File: config.mk
export PLATFORM = sky130hd
export DESIGN_NAME = bresenham_line_engine_flat
export DESIGN_NICKNAME = d
export VERILOG_FILES = /design/src/rtl/bla_pkg.sv /design/src/rtl/bresenham_line_engine_if.sv /design/src/rtl/bresenham_step.sv /design/src/rtl/bresenham_line_engine.sv /design/src/flat_wrapper.sv
export SDC_FILE = /design/constraint.sdc
export NUM_CORES = 1
export LEC_CHECK = 0
export ABC_CLOCK_PERIOD_IN_PS = 5200
export BUFFER_PORTS_ARGS = -buffer_cell sky130_fd_sc_hd__clkbuf_2
export CORE_AREA = 2 2 120 122
export DETAILED_ROUTE_END_ITERATION = 12
export DIE_AREA = 0 0 122 124
export PLACE_DENSITY_LB_ADDON = 0.1
export SLEW_MARGIN = 20
export SYNTH_ARGS = -nofsm -noshare
export SYNTH_HDL_FRONTEND = slang
export SYNTH_HIERARCHICAL = 1
export SYNTH_SLANG_ARGS = --single-unit
File: constraint.sdc
create_clock -name clk -period 5.2 [get_ports clk]
set_clock_uncertainty 0.1 [all_clocks]
set_input_delay 1.04 -clock clk [delete_from_list [all_inputs] [get_ports clk]]
set_output_delay 1.04 -clock clk [all_outputs]
set_load 0.02 [all_outputs]
File: src/rtl/bla_pkg.sv
// Shared definitions for the Bresenham line engine: coordinate width,
// signed error widths and the engine state encoding.
package bla_pkg;

    localparam int COORD_W = 8;
    // err spans roughly -2^COORD_W .. +2^COORD_W, e2 doubles that.
    localparam int ERR_W   = COORD_W + 2;
    localparam int E2_W    = COORD_W + 3;

    typedef enum logic [2:0] {
        ST_IDLE     = 3'd0,
        ST_INIT     = 3'd1,
        ST_PLOT     = 3'd2,
        ST_DONE     = 3'd3,
        ST_WAIT_LOW = 3'd4
    } bla_eng_state_t;

endpackage

File: src/rtl/bresenham_line_engine_if.sv
// Pixel stream from the line engine to the frame-buffer writer.
// Handshake: the engine (master) holds pix_wr high with px/py stable until
// the writer (slave) returns pix_ready in the same cycle; a pixel transfers
// on every rising clk edge where pix_wr && pix_ready. pix_wr never depends
// combinationally on pix_ready.
interface bresenham_line_engine_if #(
    parameter int COORD_W = 8
) ();

    logic [COORD_W-1:0] px;
    logic [COORD_W-1:0] py;
    logic               pix_wr;
    logic               pix_ready;

    modport master (
        output px,
        output py,
        output pix_wr,
        input  pix_ready
    );

    modport slave (
        input  px,
        input  py,
        input  pix_wr,
        output pix_ready
    );

endinterface

File: src/rtl/bresenham_step.sv
// One combinational Bresenham step: given the running error term and
// current point, produce the error and point for the next pixel. Both the
// x and y tests use the same e2, so a diagonal move happens in one step.
module bresenham_step
    import bla_pkg::*;
#(
    parameter int COORD_W = bla_pkg::COORD_W
) (
    input  logic signed [COORD_W+1:0] err,
    input  logic        [COORD_W:0]   dx,
    input  logic signed [COORD_W+1:0] dy,
    input  logic                      sx,
    input  logic                      sy,
    input  logic        [COORD_W-1:0] cur_x,
    input  logic        [COORD_W-1:0] cur_y,
    output logic signed [COORD_W+1:0] err_next,
    output logic        [COORD_W-1:0] x_next,
    output logic        [COORD_W-1:0] y_next
);

    logic signed [COORD_W+2:0] e2;
    logic signed [COORD_W+2:0] dx_ext;
    logic signed [COORD_W+2:0] dy_ext;
    logic                      step_x;
    logic                      step_y;

    // sx/sy = 1 means step in the negative direction.
    always_comb begin
        e2     = $signed({err, 1'b0});
        dx_ext = $signed({2'b00, dx});
        dy_ext = $signed({dy[COORD_W+1], dy});
        step_x = (e2 >= dy_ext);
        step_y = (e2 <= dx_ext);

        err_next = err;
        if (step_x) begin
            err_next = err_next + dy;
        end
        if (step_y) begin
            err_next = err_next + $signed({1'b0, dx});
        end

        x_next = cur_x;
        if (step_x) begin
            x_next = sx ? (cur_x - COORD_W'(1)) : (cur_x + COORD_W'(1));
        end

        y_next = cur_y;
        if (step_y) begin
            y_next = sy ? (cur_y - COORD_W'(1)) : (cur_y + COORD_W'(1));
        end
    end

endmodule

File: src/rtl/bresenham_line_engine.sv
// Rasterises one line segment per draw_en request and streams its pixels
// over the pixel interface. draw_done pulses once after the last pixel is
// accepted; WAIT_LOW swallows a request still held from the finished line.
module bresenham_line_engine
    import bla_pkg::*;
#(
    parameter int COORD_W = bla_pkg::COORD_W
) (
    input  logic                clk,
    input  logic                n_rst,
    input  logic                draw_en,
    input  logic [COORD_W-1:0]  x0,
    input  logic [COORD_W-1:0]  y0,
    input  logic [COORD_W-1:0]  x1,
    input  logic [COORD_W-1:0]  y1,
    output logic                draw_done,
    output logic                busy,
    output bla_eng_state_t      state_dbg,
    bresenham_line_engine_if.master pix
);

    bla_eng_state_t             state;
    logic [COORD_W-1:0]         x0_q, y0_q, x1_q, y1_q;
    logic [COORD_W-1:0]         cur_x, cur_y;
    logic [COORD_W:0]           dx_q;
    logic signed [COORD_W+1:0]  dy_q;
    logic signed [COORD_W+1:0]  err_q;
    logic                       sx_q, sy_q;
    logic [COORD_W-1:0]         px_q, py_q;
    logic                       pix_wr_q;
    logic                       done_q;

    logic [COORD_W-1:0]         adx, ady;
    logic signed [COORD_W+1:0]  dy_init;
    logic signed [COORD_W+1:0]  err_init;
    logic signed [COORD_W+1:0]  err_next;
    logic [COORD_W-1:0]         x_next, y_next;

    // Setup terms for INIT, derived from the latched endpoints.
    always_comb begin
        adx      = (x1_q >= x0_q) ? (x1_q - x0_q) : (x0_q - x1_q);
        ady      = (y1_q >= y0_q) ? (y1_q - y0_q) : (y0_q - y1_q);
        dy_init  = -$signed({2'b00, ady});
        err_init = $signed({2'b00, adx}) + dy_init;
    end

    bresenham_step #(
        .COORD_W (COORD_W)
    ) u_step (
        .err      (err_q),
        .dx       (dx_q),
        .dy       (dy_q),
        .sx       (sx_q),
        .sy       (sy_q),
        .cur_x    (cur_x),
        .cur_y    (cur_y),
        .err_next (err_next),
        .x_next   (x_next),
        .y_next   (y_next)
    );

    // Engine FSM with registered pixel/done outputs; abort beats acceptance.
    always_ff @(posedge clk or negedge n_rst) begin
        if (!n_rst) begin
            state    <= ST_IDLE;
            x0_q     <= '0;
            y0_q     <= '0;
            x1_q     <= '0;
            y1_q     <= '0;
            cur_x    <= '0;
            cur_y    <= '0;
            dx_q     <= '0;
            dy_q     <= '0;
            err_q    <= '0;
            sx_q     <= 1'b0;
            sy_q     <= 1'b0;
            px_q     <= '0;
            py_q     <= '0;
            pix_wr_q <= 1'b0;
            done_q   <= 1'b0;
        end else begin
            done_q <= 1'b0;
            case (state)
                ST_IDLE: begin
                    if (draw_en) begin
                        x0_q  <= x0;
                        y0_q  <= y0;
                        x1_q  <= x1;
                        y1_q  <= y1;
                        state <= ST_INIT;
                    end
                end
                ST_INIT: begin
                    if (!draw_en) begin
                        state <= ST_IDLE;
                    end else begin
                        dx_q     <= {1'b0, adx};
                        dy_q     <= dy_init;
                        err_q    <= err_init;
                        sx_q     <= !(x0_q < x1_q);
                        sy_q     <= !(y0_q < y1_q);
                        cur_x    <= x0_q;
                        cur_y    <= y0_q;
                        px_q     <= x0_q;
                        py_q     <= y0_q;
                        pix_wr_q <= 1'b1;
                        state    <= ST_PLOT;
                    end
                end
                ST_PLOT: begin
                    if (!draw_en) begin
                        pix_wr_q <= 1'b0;
                        px_q     <= '0;
                        py_q     <= '0;
                        state    <= ST_IDLE;
                    end else if (pix.pix_ready) begin
                        if (cur_x == x1_q && cur_y == y1_q) begin
                            pix_wr_q <= 1'b0;
                            px_q     <= '0;
                            py_q     <= '0;
                            done_q   <= 1'b1;
                            state    <= ST_DONE;
                        end else begin
                            err_q <= err_next;
                            cur_x <= x_next;
                            cur_y <= y_next;
                            px_q  <= x_next;
                            py_q  <= y_next;
                        end
                    end
                end
                ST_DONE: begin
                    state <= ST_WAIT_LOW;
                end
                ST_WAIT_LOW: begin
                    if (!draw_en) begin
                        state <= ST_IDLE;
                    end
                end
                default: begin
                    state <= ST_IDLE;
                end
            endcase
        end
    end

    assign pix.px     = px_q;
    assign pix.py     = py_q;
    assign pix.pix_wr = pix_wr_q;
    assign draw_done  = done_q;
    assign busy       = (state != ST_IDLE);
    assign state_dbg  = state;

endmodule

File: src/flat_wrapper.sv
// flat-port wrapper written by rule: the top's interface ports become plain ports
module bresenham_line_engine_flat import bla_pkg::*;
#(
    parameter int COORD_W = bla_pkg::COORD_W
)
  (clk, n_rst, draw_en, x0, y0, x1, y1, draw_done, busy, state_dbg, pix_px, pix_py, pix_pix_wr, pix_pix_ready);
  bresenham_line_engine_if #(.COORD_W(COORD_W)) pix_i ();
  input  logic clk;
  input  logic n_rst;
  input  logic draw_en;
  input  logic [COORD_W-1:0] x0;
  input  logic [COORD_W-1:0] y0;
  input  logic [COORD_W-1:0] x1;
  input  logic [COORD_W-1:0] y1;
  output logic draw_done;
  output logic busy;
  output bla_eng_state_t state_dbg;
  output wire logic [$bits(pix_i.px)-1:0] pix_px;
  output wire logic [$bits(pix_i.py)-1:0] pix_py;
  output wire logic [$bits(pix_i.pix_wr)-1:0] pix_pix_wr;
  input wire logic [$bits(pix_i.pix_ready)-1:0] pix_pix_ready;
  assign pix_px = pix_i.px;
  assign pix_py = pix_i.py;
  assign pix_pix_wr = pix_i.pix_wr;
  assign pix_i.pix_ready = pix_pix_ready;
  bresenham_line_engine #(.COORD_W(COORD_W)) u_core (.clk(clk), .n_rst(n_rst), .draw_en(draw_en), .x0(x0), .y0(y0), .x1(x1), .y1(y1), .draw_done(draw_done), .busy(busy), .state_dbg(state_dbg), .pix(pix_i));
endmodule
==> results.ini <==
[cells_and_area]
drive_gt1_frac = 0.133
seqCellArea_um2 = 2480
multiInputGateArea_um2 = 5450
fill_cells = 1190
nets = 1159
area_growth_pct = 9.41
finalNonFillerCells = 1211
n_antenna_cell = 0

[route]
drt_wl_total_mm = 20.9
route.vias.total = 7184
routedWlPerCell_um = 17.2
antenna_left = 0
drt-initial-drc-count = 390
viasPerCell = 5.93
firstDrtPassIters = 5
drc = 0

[critical_path]
required_ns = 5.34
r2r-start = u_core/y1_q[0]$_DFFE_PN0P_
cp-start-kind = flop
crit_fanout = 8
r2r_cells = 19
crit_arrival_ns = 4.83
reg2reg_slack_ns = 0.51
critPathCaptureType = flop
r2r_end = u_core/err_q[8]$_DFFE_PN0P_
path_class = reg2reg

[synth]
synth_top_area_cell = dfrtp_1
ys_seq_area_frac = 0.297
ys_ff_latch = 99
synthFlopType = dfrtp_1
synthCells = 979
syn_avg_cell_area_um2 = 8.53
synth-async-reset-ratio = 1.00
synth.area.top_cells = dfrtp_1 (30%), ha_1 (13%), nand2_1 (6.1%)
synth-edff-count = 0
synth_area_um2 = 8350
synth_cell_types = 83
synth_common_cells = nand2_1 (135), dfrtp_1 (99), o21ai_0 (95)
yosysMostFrequentCell = nand2_1
yosysTopAreaCellShare = 0.297
yosys_warnings = 6

[placed_design]
place_worst_setup_slack_ns = 0.458
io_buffers = 57
dp_hpwl_mm = 16.1
dp_cells = 1195
place_congestion = 0.958

[global_routing]
grt_pass1_vias = 6793
grt_usage = 0.287
grt_antenna_before_repair = 0
grt_pass1_wl_mm = 33.9
gr-total-overflow = 0
grt_max_degree = 65

[worst_hold_path]
holdPathStages = 1
hold_start = u_core/pix.py[1]$_DFFE_PN0P_
hold_end = u_core/pix.py[1]$_DFFE_PN0P_
holdCritPathClass = reg2reg

[sta]
setup_violations = 0
drv_slew = 0
relSlewSlack = 0.293
period_minus_slack_ns = 4.69
finalHoldViolations = 0
final.setup.tns_ns = 0
fmax_ghz = 0.213
tightest_slew_ns = 1.05
rsz0062_at_grt = false
post-route-period-util = 0.903
hold_slack_ns = 0.382
layout_setup_ws_ns = 0.506

[floorplan]
fp.dieW_um = 122
row_count = 43
coreArea_um2 = 13700
die_height_um = 124
io_pins = 58
dieArea_um2 = 15100
start_util = 0.609

[clock_tree]
cts_hold_buf = 0
clk_path_buf_depth = 2
cts_sinks = 99
tritoncts = done
tritoncts.num_buffers = 9
clock_latency_ns = 0.35
htreeDepth = 3
cts.clk_slew.worst_paths_ns = 0.07
cts_setup_buffers = 0
cts-root-buf = clkbuf_16

[status]
status = completed

[flow_run]
drv_cap = 0

worst max path at each step:
| stage | from | endpoint | cells past startpoint |
|---|---|---|---|
| floorplan | u_core/y1_q[0]$_DFFE_PN0P_ | u_core/err_q[8]$_DFFE_PN0P_ | 20 |
| global placement | u_core/y1_q[0]$_DFFE_PN0P_ | u_core/err_q[9]$_DFFE_PN0P_ | 19 |
| detailed placement | u_core/y1_q[0]$_DFFE_PN0P_ | u_core/err_q[9]$_DFFE_PN0P_ | 19 |
| CTS | u_core/y1_q[0]$_DFFE_PN0P_ | u_core/err_q[9]$_DFFE_PN0P_ | 19 |
| global route | u_core/y1_q[0]$_DFFE_PN0P_ | u_core/err_q[8]$_DFFE_PN0P_ | 19 |
| finish | u_core/y1_q[0]$_DFFE_PN0P_ | u_core/err_q[8]$_DFFE_PN0P_ | 19 |
layout by cell type (no fill, tap or decap), types with 11 or more instances in the layout:
cell type,count
a211oi_1,13
a21o_1,33
a21oi_1,58
buf_4,12
clkbuf_2,56
dfrtp_1,99
ha_1,88
inv_1,81
mux2_2,16
nand2_1,135
nand4_1,13
nor2_1,57
nor2b_1,12
nor3_1,13
o21a_1,11
o21ai_0,95
xnor2_1,41
xor2_1,16
cell families after synthesis:
family,synth area share
adders and majority gates,0.155
muxes,0.0353
AOI/OAI and AO/OA,0.227
xor gates and xnor gates,0.0598
buffers and inverters,0.0556
other,0.000449
DFF,0.297
and+or+nand+nor,0.171
critical path: stages (launching register included):
cell       delay, ns
dfrtp_1         0.42
inv_1           0.08
ha_1            0.15
inv_1           0.05
fa_1            0.42
nand3_1         0.15
a31oi_2         0.16
nor2_1          0.32
mux2i_1         0.25
xor2_1          0.25
and3_1          0.25
xnor2_1         0.16
ha_1            0.36
nand2b_1        0.17
nor2_1          0.06
a2111oi_2       0.36
o311ai_1        0.19
a41oi_1         0.27
xnor2_1         0.09
a221o_1         0.31
through the flow:
stage                     utilization  instance area, µm²
after floorplan                     -                8360
after global placement          0.642                8810
after detailed placement        0.642                8810
after CTS                       0.665                9130
after global routing            0.666                9140
final                           0.666                9140
routing by layer:
layer,global-route usage,vias up,wire length (µm)
met5,0,-,0
met4,0.0876,0,429
met3,0.0357,29,834
met2,0.476,176,9730
met1,0.394,3434,9870
li1,-,3545,-
timing repair:
action	CTS	global route
resized for setup	0	3
endpoints found under the setup margin	0	3
endpoints found under the hold margin	0	0
layout make-up:
type / count / area share
multi-input combinational: 767 / 0.597
sequential: 99 / 0.271
timing repair buffer: 68 / 0.0405
clock inverter: 6 / 0.00780
clock buffer: 10 / 0.0261
inverter: 81 / 0.0333
tap: 180 / 0.0246
registers in the layout, summed over array words and instances (netlist names):
name,count
u_core/x0_q,8
u_core/y0_q,8
u_core/pix.px,8
u_core/dx_q,8
u_core/x1_q,8
u_core/sy_q,1
u_core/pix.pix_wr,1
u_core/state_dbg,3
u_core/pix.py,8
u_core/draw_done,1
u_core/y1_q,8
u_core/cur_x,8
u_core/cur_y,8
u_core/err_q,10
u_core/sx_q,1
u_core/dy_q,10
Power is left out: the tool's default activity adds up to more than one toggle a clock period on the data nets, which glitch-free logic cannot reach.
